--- src/rtl/dmem_arbiter.sv ---
// dmem_arbiter: shares the single data_mem port between the core load/store
// path (port 0) and the debug/loader master (port 1). One transaction in
// flight at a time; the arbiter owns the memory enables and returns a single
// response pulse to whichever port issued the command.
module dmem_arbiter #(
  parameter int ADDR_W    = 32,
  parameter int DATA_W    = 32,
  parameter int RD_LAT    = 0,
  parameter int PRIO_MODE = 0
) (
  input  logic              clk,
  input  logic              rst,
  input  logic              req0_valid,
  input  logic              req0_we,
  input  logic [ADDR_W-1:0] req0_addr,
  input  logic [DATA_W-1:0] req0_wdata,
  input  logic [2:0]        req0_func3,
  output logic              req0_ready,
  input  logic              req1_valid,
  input  logic              req1_we,
  input  logic [ADDR_W-1:0] req1_addr,
  input  logic [DATA_W-1:0] req1_wdata,
  input  logic [2:0]        req1_func3,
  output logic              req1_ready,
  output logic              rsp0_valid,
  output logic [DATA_W-1:0] rsp0_rdata,
  output logic              rsp1_valid,
  output logic [DATA_W-1:0] rsp1_rdata,
  output logic              mem_rd_en,
  output logic              mem_wr_en,
  output logic [ADDR_W-1:0] mem_addr,
  output logic [DATA_W-1:0] mem_wdata,
  output logic [2:0]        mem_func3,
  input  logic [DATA_W-1:0] mem_rdata,
  output logic              busy
);

  localparam logic [1:0] S_IDLE  = 2'd0;
  localparam logic [1:0] S_ISSUE = 2'd1;
  localparam logic [1:0] S_WAIT  = 2'd2;
  localparam logic [1:0] S_RESP  = 2'd3;

  // Wait counter preload: WAIT runs RD_LAT-1 extra cycles after the first one.
  localparam logic [1:0] CNT_INIT = (RD_LAT > 0) ? 2'(RD_LAT - 1) : 2'd0;

  if (RD_LAT < 0 || RD_LAT > 3) begin : g_bad_rd_lat
    $error("dmem_arbiter: RD_LAT must be in the range 0..3");
  end

  logic [1:0]        state_q, state_d;
  logic              rr_last_q, rr_last_d;
  logic              owner_q, owner_d;
  logic              we_q, we_d;
  logic [ADDR_W-1:0] addr_q, addr_d;
  logic [DATA_W-1:0] wdata_q, wdata_d;
  logic [2:0]        func3_q, func3_d;
  logic [1:0]        cnt_q, cnt_d;
  logic [DATA_W-1:0] rdata_q, rdata_d;

  logic gnt_vld;
  logic gnt_port;
  logic idle;
  logic hs;

  assign idle = (state_q == S_IDLE);

  // Winner selection: fixed priority favours port 0; round-robin alternates on ties.
  always_comb begin
    gnt_vld = req0_valid | req1_valid;
    if (PRIO_MODE != 0) begin
      gnt_port = ~req0_valid;
    end else if (req0_valid && req1_valid) begin
      gnt_port = ~rr_last_q;
    end else begin
      gnt_port = ~req0_valid;
    end
  end

  // Ready only for the winner, only in IDLE, and never while reset is asserted.
  always_comb begin
    req0_ready = rst & idle & gnt_vld & ~gnt_port;
    req1_ready = rst & idle & gnt_vld & gnt_port;
    hs         = (req0_ready & req0_valid) | (req1_ready & req1_valid);
  end

  // Transaction sequencing and command/response capture.
  always_comb begin
    state_d   = state_q;
    rr_last_d = rr_last_q;
    owner_d   = owner_q;
    we_d      = we_q;
    addr_d    = addr_q;
    wdata_d   = wdata_q;
    func3_d   = func3_q;
    cnt_d     = cnt_q;
    rdata_d   = rdata_q;
    case (state_q)
      S_IDLE: begin
        if (hs) begin
          owner_d   = gnt_port;
          rr_last_d = gnt_port;
          we_d      = gnt_port ? req1_we    : req0_we;
          addr_d    = gnt_port ? req1_addr  : req0_addr;
          wdata_d   = gnt_port ? req1_wdata : req0_wdata;
          func3_d   = gnt_port ? req1_func3 : req0_func3;
          state_d   = S_ISSUE;
        end
      end
      S_ISSUE: begin
        if (we_q) begin
          rdata_d = '0;
          state_d = S_RESP;
        end else if (RD_LAT == 0) begin
          rdata_d = mem_rdata;
          state_d = S_RESP;
        end else begin
          cnt_d   = CNT_INIT;
          state_d = S_WAIT;
        end
      end
      S_WAIT: begin
        if (cnt_q == 2'd0) begin
          rdata_d = mem_rdata;
          state_d = S_RESP;
        end else begin
          cnt_d = cnt_q - 2'd1;
        end
      end
      S_RESP: begin
        state_d = S_IDLE;
      end
      default: begin
        state_d = S_IDLE;
      end
    endcase
  end

  // State registers; reset abandons any in-flight transaction silently.
  always_ff @(posedge clk or negedge rst) begin
    if (!rst) begin
      state_q   <= S_IDLE;
      rr_last_q <= 1'b1;
      owner_q   <= 1'b0;
      we_q      <= 1'b0;
      addr_q    <= '0;
      wdata_q   <= '0;
      func3_q   <= '0;
      cnt_q     <= '0;
      rdata_q   <= '0;
    end else begin
      state_q   <= state_d;
      rr_last_q <= rr_last_d;
      owner_q   <= owner_d;
      we_q      <= we_d;
      addr_q    <= addr_d;
      wdata_q   <= wdata_d;
      func3_q   <= func3_d;
      cnt_q     <= cnt_d;
      rdata_q   <= rdata_d;
    end
  end

  // Memory and response drive; address/func3 stay stable while a read is pending.
  always_comb begin
    mem_rd_en  = (state_q == S_ISSUE) & ~we_q;
    mem_wr_en  = (state_q == S_ISSUE) & we_q;
    mem_addr   = (state_q == S_ISSUE || state_q == S_WAIT) ? addr_q  : '0;
    mem_func3  = (state_q == S_ISSUE || state_q == S_WAIT) ? func3_q : '0;
    mem_wdata  = (state_q == S_ISSUE) ? wdata_q : '0;
    rsp0_valid = (state_q == S_RESP) & ~owner_q;
    rsp1_valid = (state_q == S_RESP) & owner_q;
    rsp0_rdata = rsp0_valid ? rdata_q : '0;
    rsp1_rdata = rsp1_valid ? rdata_q : '0;
    busy       = ~idle;
  end

endmodule

--- config.mk ---
export PLATFORM = sky130hd
export DESIGN_NAME = dmem_arbiter
export DESIGN_NICKNAME = d
export VERILOG_FILES = /design/src/rtl/dmem_arbiter.sv
export SDC_FILE = /design/constraint.sdc
export NUM_CORES = 1
export LEC_CHECK = 0
export ABC_AREA = 0
export CELL_PAD_IN_SITES_DETAIL_PLACEMENT = 1
export CELL_PAD_IN_SITES_GLOBAL_PLACEMENT = 2
export CORE_MARGIN = 1
export CORE_UTILIZATION = 19
export CTS_CLUSTER_DIAMETER = 30
export DETAILED_ROUTE_END_ITERATION = 7
export GPL_TIMING_DRIVEN = 0
export PLACE_DENSITY_LB_ADDON = 0.12
export SLEW_MARGIN = 20
export SYNTH_ARGS = -nofsm -noshare
export SYNTH_HDL_FRONTEND = slang
export SYNTH_SLANG_ARGS = --single-unit
export TNS_END_PERCENT = 20
--- constraint.sdc ---
create_clock -name clk -period 1.5 [get_ports clk]
set_input_delay 0.3 -clock clk [delete_from_list [all_inputs] [get_ports clk]]
set_output_delay 0.3 -clock clk [all_outputs]
set_load 0.005 [all_outputs]
==> results <==
cell usage after synthesis:
cell and instances:
a21boi_1 1, a31oi_1 68, and2_1 102, and2b_1 1, and2b_4 1, and3_1 32, buf_2 20, buf_4 4
buf_6 16, clkbuf_1 28, clkbuf_2 1, dfrtp_1 105, dfstp_2 1, ha_1 5, inv_1 5, inv_2 1
mux2_2 1, mux2i_1 1, mux2i_2 1, nand2_1 67, nand2b_1 3, nand3_1 68, nor2_1 69, nor2b_1 1
o211a_4 1, o21ai_0 87, o21ai_1 17, o22a_1 1, xnor2_1 1
power breakdown:
| group | internal [uW] | switching, uW | total [uW] |
|---|---|---|---|
| sequential | 4220 | 867 | 5080 |
| clock | 1510 | 1320 | 2830 |
| combinational | 8640 | 5800 | 14400 |
per-layer routing:
metal | wire [microns] | part of all wire [%] | vias to the layer above
met5 | 13 | 0.046 | -
met4 | 363 | 1.3 | 2
met3 | 1870 | 6.6 | 19
met2 | 13800 | 49 | 199
met1 | 12200 | 43 | 3168
li1 | - | - | 3193
kinds of logic after synthesis:
kind of cell | Yosys count | share of synthesized area, %
buf+inv | 75 | 7.49
xor+xnor | 1 | 0.148
compound gates | 175 | 16.6
flops | 106 | 44.9
fa+ha+maj | 5 | 1.06
mux | 3 | 0.592
simple gates | 344 | 29.3
worst max-delay path, stage by stage, from the launching register on:
cell and delay [ns]:
dfrtp_2 0.42, inv_2 0.07, ha_4 0.38, clkbuf_16 0.17
buf_6 0.09, buf_6 0.08, and2_4 0.12, buf_6 0.08
worst max path at each step:
stage                              end  slack [ns]  cells past startpoint
after global placement      req1_ready       -5.67                      6
after floorplan             req1_ready       -0.01                      6
after detailed placement    req0_ready       -1.09                      7
final                      mem_addr[6]       -0.59                      7
after global routing       mem_addr[6]       -0.65                      7
after CTS                 mem_addr[13]       -0.67                      7
registers in the layout, indices dropped and copies added (netlist names):
name and flops:
addr_q 32, cnt_q 2, func3_q 3, owner_q 1, rdata_q 32, rr_last_q 1
state_q 2, wdata_q 32, we_q 1
area by class of cell:
class | count | area [sq um]
clock inverter | 7 | 110
timing repair buffer | 375 | 3680
inverter | 6 | 25.0
buffer | 69 | 721
tap | 396 | 495
fill | 3531 | 19500
sequential | 106 | 2660
multi-input combinational | 528 | 3130
clock buffer | 9 | 225
per-stage QoR:
stage / worst slack (ns) / setup TNS [ns] / hold slack (ns) / instance area [sq um]
after floorplan: -0.0123 / -0.0123 / 0.00441 / 5930
after global placement: -5.67 / -1007.05 / 0.463 / 9510
after detailed placement: -1.09 / -139.54 / 0.245 / 9550
after CTS: -0.668 / -82.37 / -0.153 / 10800
after global routing: -0.654 / -85.88 / -0.140 / 11100
final: -0.587 / -67.11 / -0.173 / 11100
repair_timing:
item,in CTS,in global routing
endpoints found under the setup margin,240,233
cloned,7,0
pin swaps,23,3
endpoints found under the hold margin,45,45
resized for setup,731,152
buffers inserted,53,8
==> results.md <==
* Hpwl dp at 19.7 mm
* Core Util, Final at 36.1%
* Avg Synthesized Cell Area at 8.34 sq um
* CTS tree: done
* Synth area leader: dfrtp_1
* Critical Path Source: state_q[0]$_DFFE_PN0P_
* Met2 usage at 30.1%
* Power, Total at 22,400 uW
* Fmax achieved at 479 MHz
* Register area share after synthesis at 44.9%
* Syn-to-layout area delta at 86.9%
* Routed length per instance at 18.9 microns
* CP max FO at 7
* Commonest non-fill, non-tap cell in the layout: clkdlybuf4s50_1
* Peak supply drop at 0.784 mV
* Synthesized instance count at 709
* Yosys cell types at 29
* Std-Cell Core Area at 30,600 sq um
* Reg-to-reg endpoint: rdata_q[11]$_DFFE_PN0P_
* Synth Register Bits at 106
* First-pass GRT wire length at 43.0 mm
* CP Data Required Time at 1.20 ns
* Reg2reg path depth at 7
* Sink Count at 106
* Worst-path clk slew at 0.09 ns
* Layout cells sized above 1 at 35.7%
* Yosys warns at 0
* Tot GR Track Use at 17.8%
* Final net count at 1,272
* PnR worst setup slack at -0.587 ns
* Worst r2r src: state_q[0]$_DFFE_PN0P_
* Vias in the first global route at 7,143
* Starting DRT DRC Count at 158
* Arrival time worst endpoint at 1.79 ns
* Actual slew at the worst max-slew pin at 0.563 ns
* Routed WL at 28.3 mm
* Period utilization at 139%
* Cell leakage power at 0.00491 uW
* Critical path startpoint category: flip-flop
* Count of maximum capacitance violations at 0
* Worst Skew at 0.0151 ns
* CP Class: reg -> out
* Crit. End Element: output pin
* Antenna violation net count after detailed routing at 0
* Num CTS Buffers at 9
* # rows at 64
* FF-to-FF setup slack at -0.32 ns
* Antenna violations before repair at 1
* Synth top area share at 44.4%
* Hold Slack at -0.173 ns
* Highest-count cells in the layout ignoring fill and taps: 169 x clkdlybuf4s50_1, 140 x buf_6, 102 x dfrtp_1, 82 x and2_4, 70 x o21ai_0
* Hold Vio Cnt, Final at 45
* Global placement routability congestion at 0.725
* Boundary Pins at 310
* Max-slew violation count at 0
* Grt peak-use layer: met2
* Clk root buf: clkbuf_16
* Die ar. at 31,800 sq um
* Final worst path period need at 2.09 ns
* Clk_lat worst skew at 0.36 ns
* Initial Util at 19.3%
* Status: finished with violations
* Die Wd at 178 microns
* Syn_nets at 886
* GR met3 Demand/Resource at 4.41%
* Largest net degree at the start of global routing at 61
* Violations in the final reports: hold timing, setup timing
* Drt first pass iters at 4
* DR vias at 6,581
* Top cells by area, synth: dfrtp_1 44%, and2_1 11%, o21ai_0 7.4%, a31oi_1 7.2%, nand3_1 5.8%
* Met1 GRT Util at 22.7%
* # H-tree levels at 3
* Pwr dens at 2020 nW/um^2
* Port Buffer Count at 308
* Worst Hold Class: in -> async
* Clock buffer depth at 2
* Vias/cell at 4.40
* Synthesized area at 5910 sq um
* Gr ovfl total at 0
* Antenna cells at 0
* Placed Cells at 1,414
* Drc violations at 0
* Die height at 178 microns
* RSZ-0062 raised after global routing: yes
* Fin cells at 1,496
* Endpoints failing setup at 221
* Slew margin rel. at 62.5%
Power figures use the tool's default switching activity.
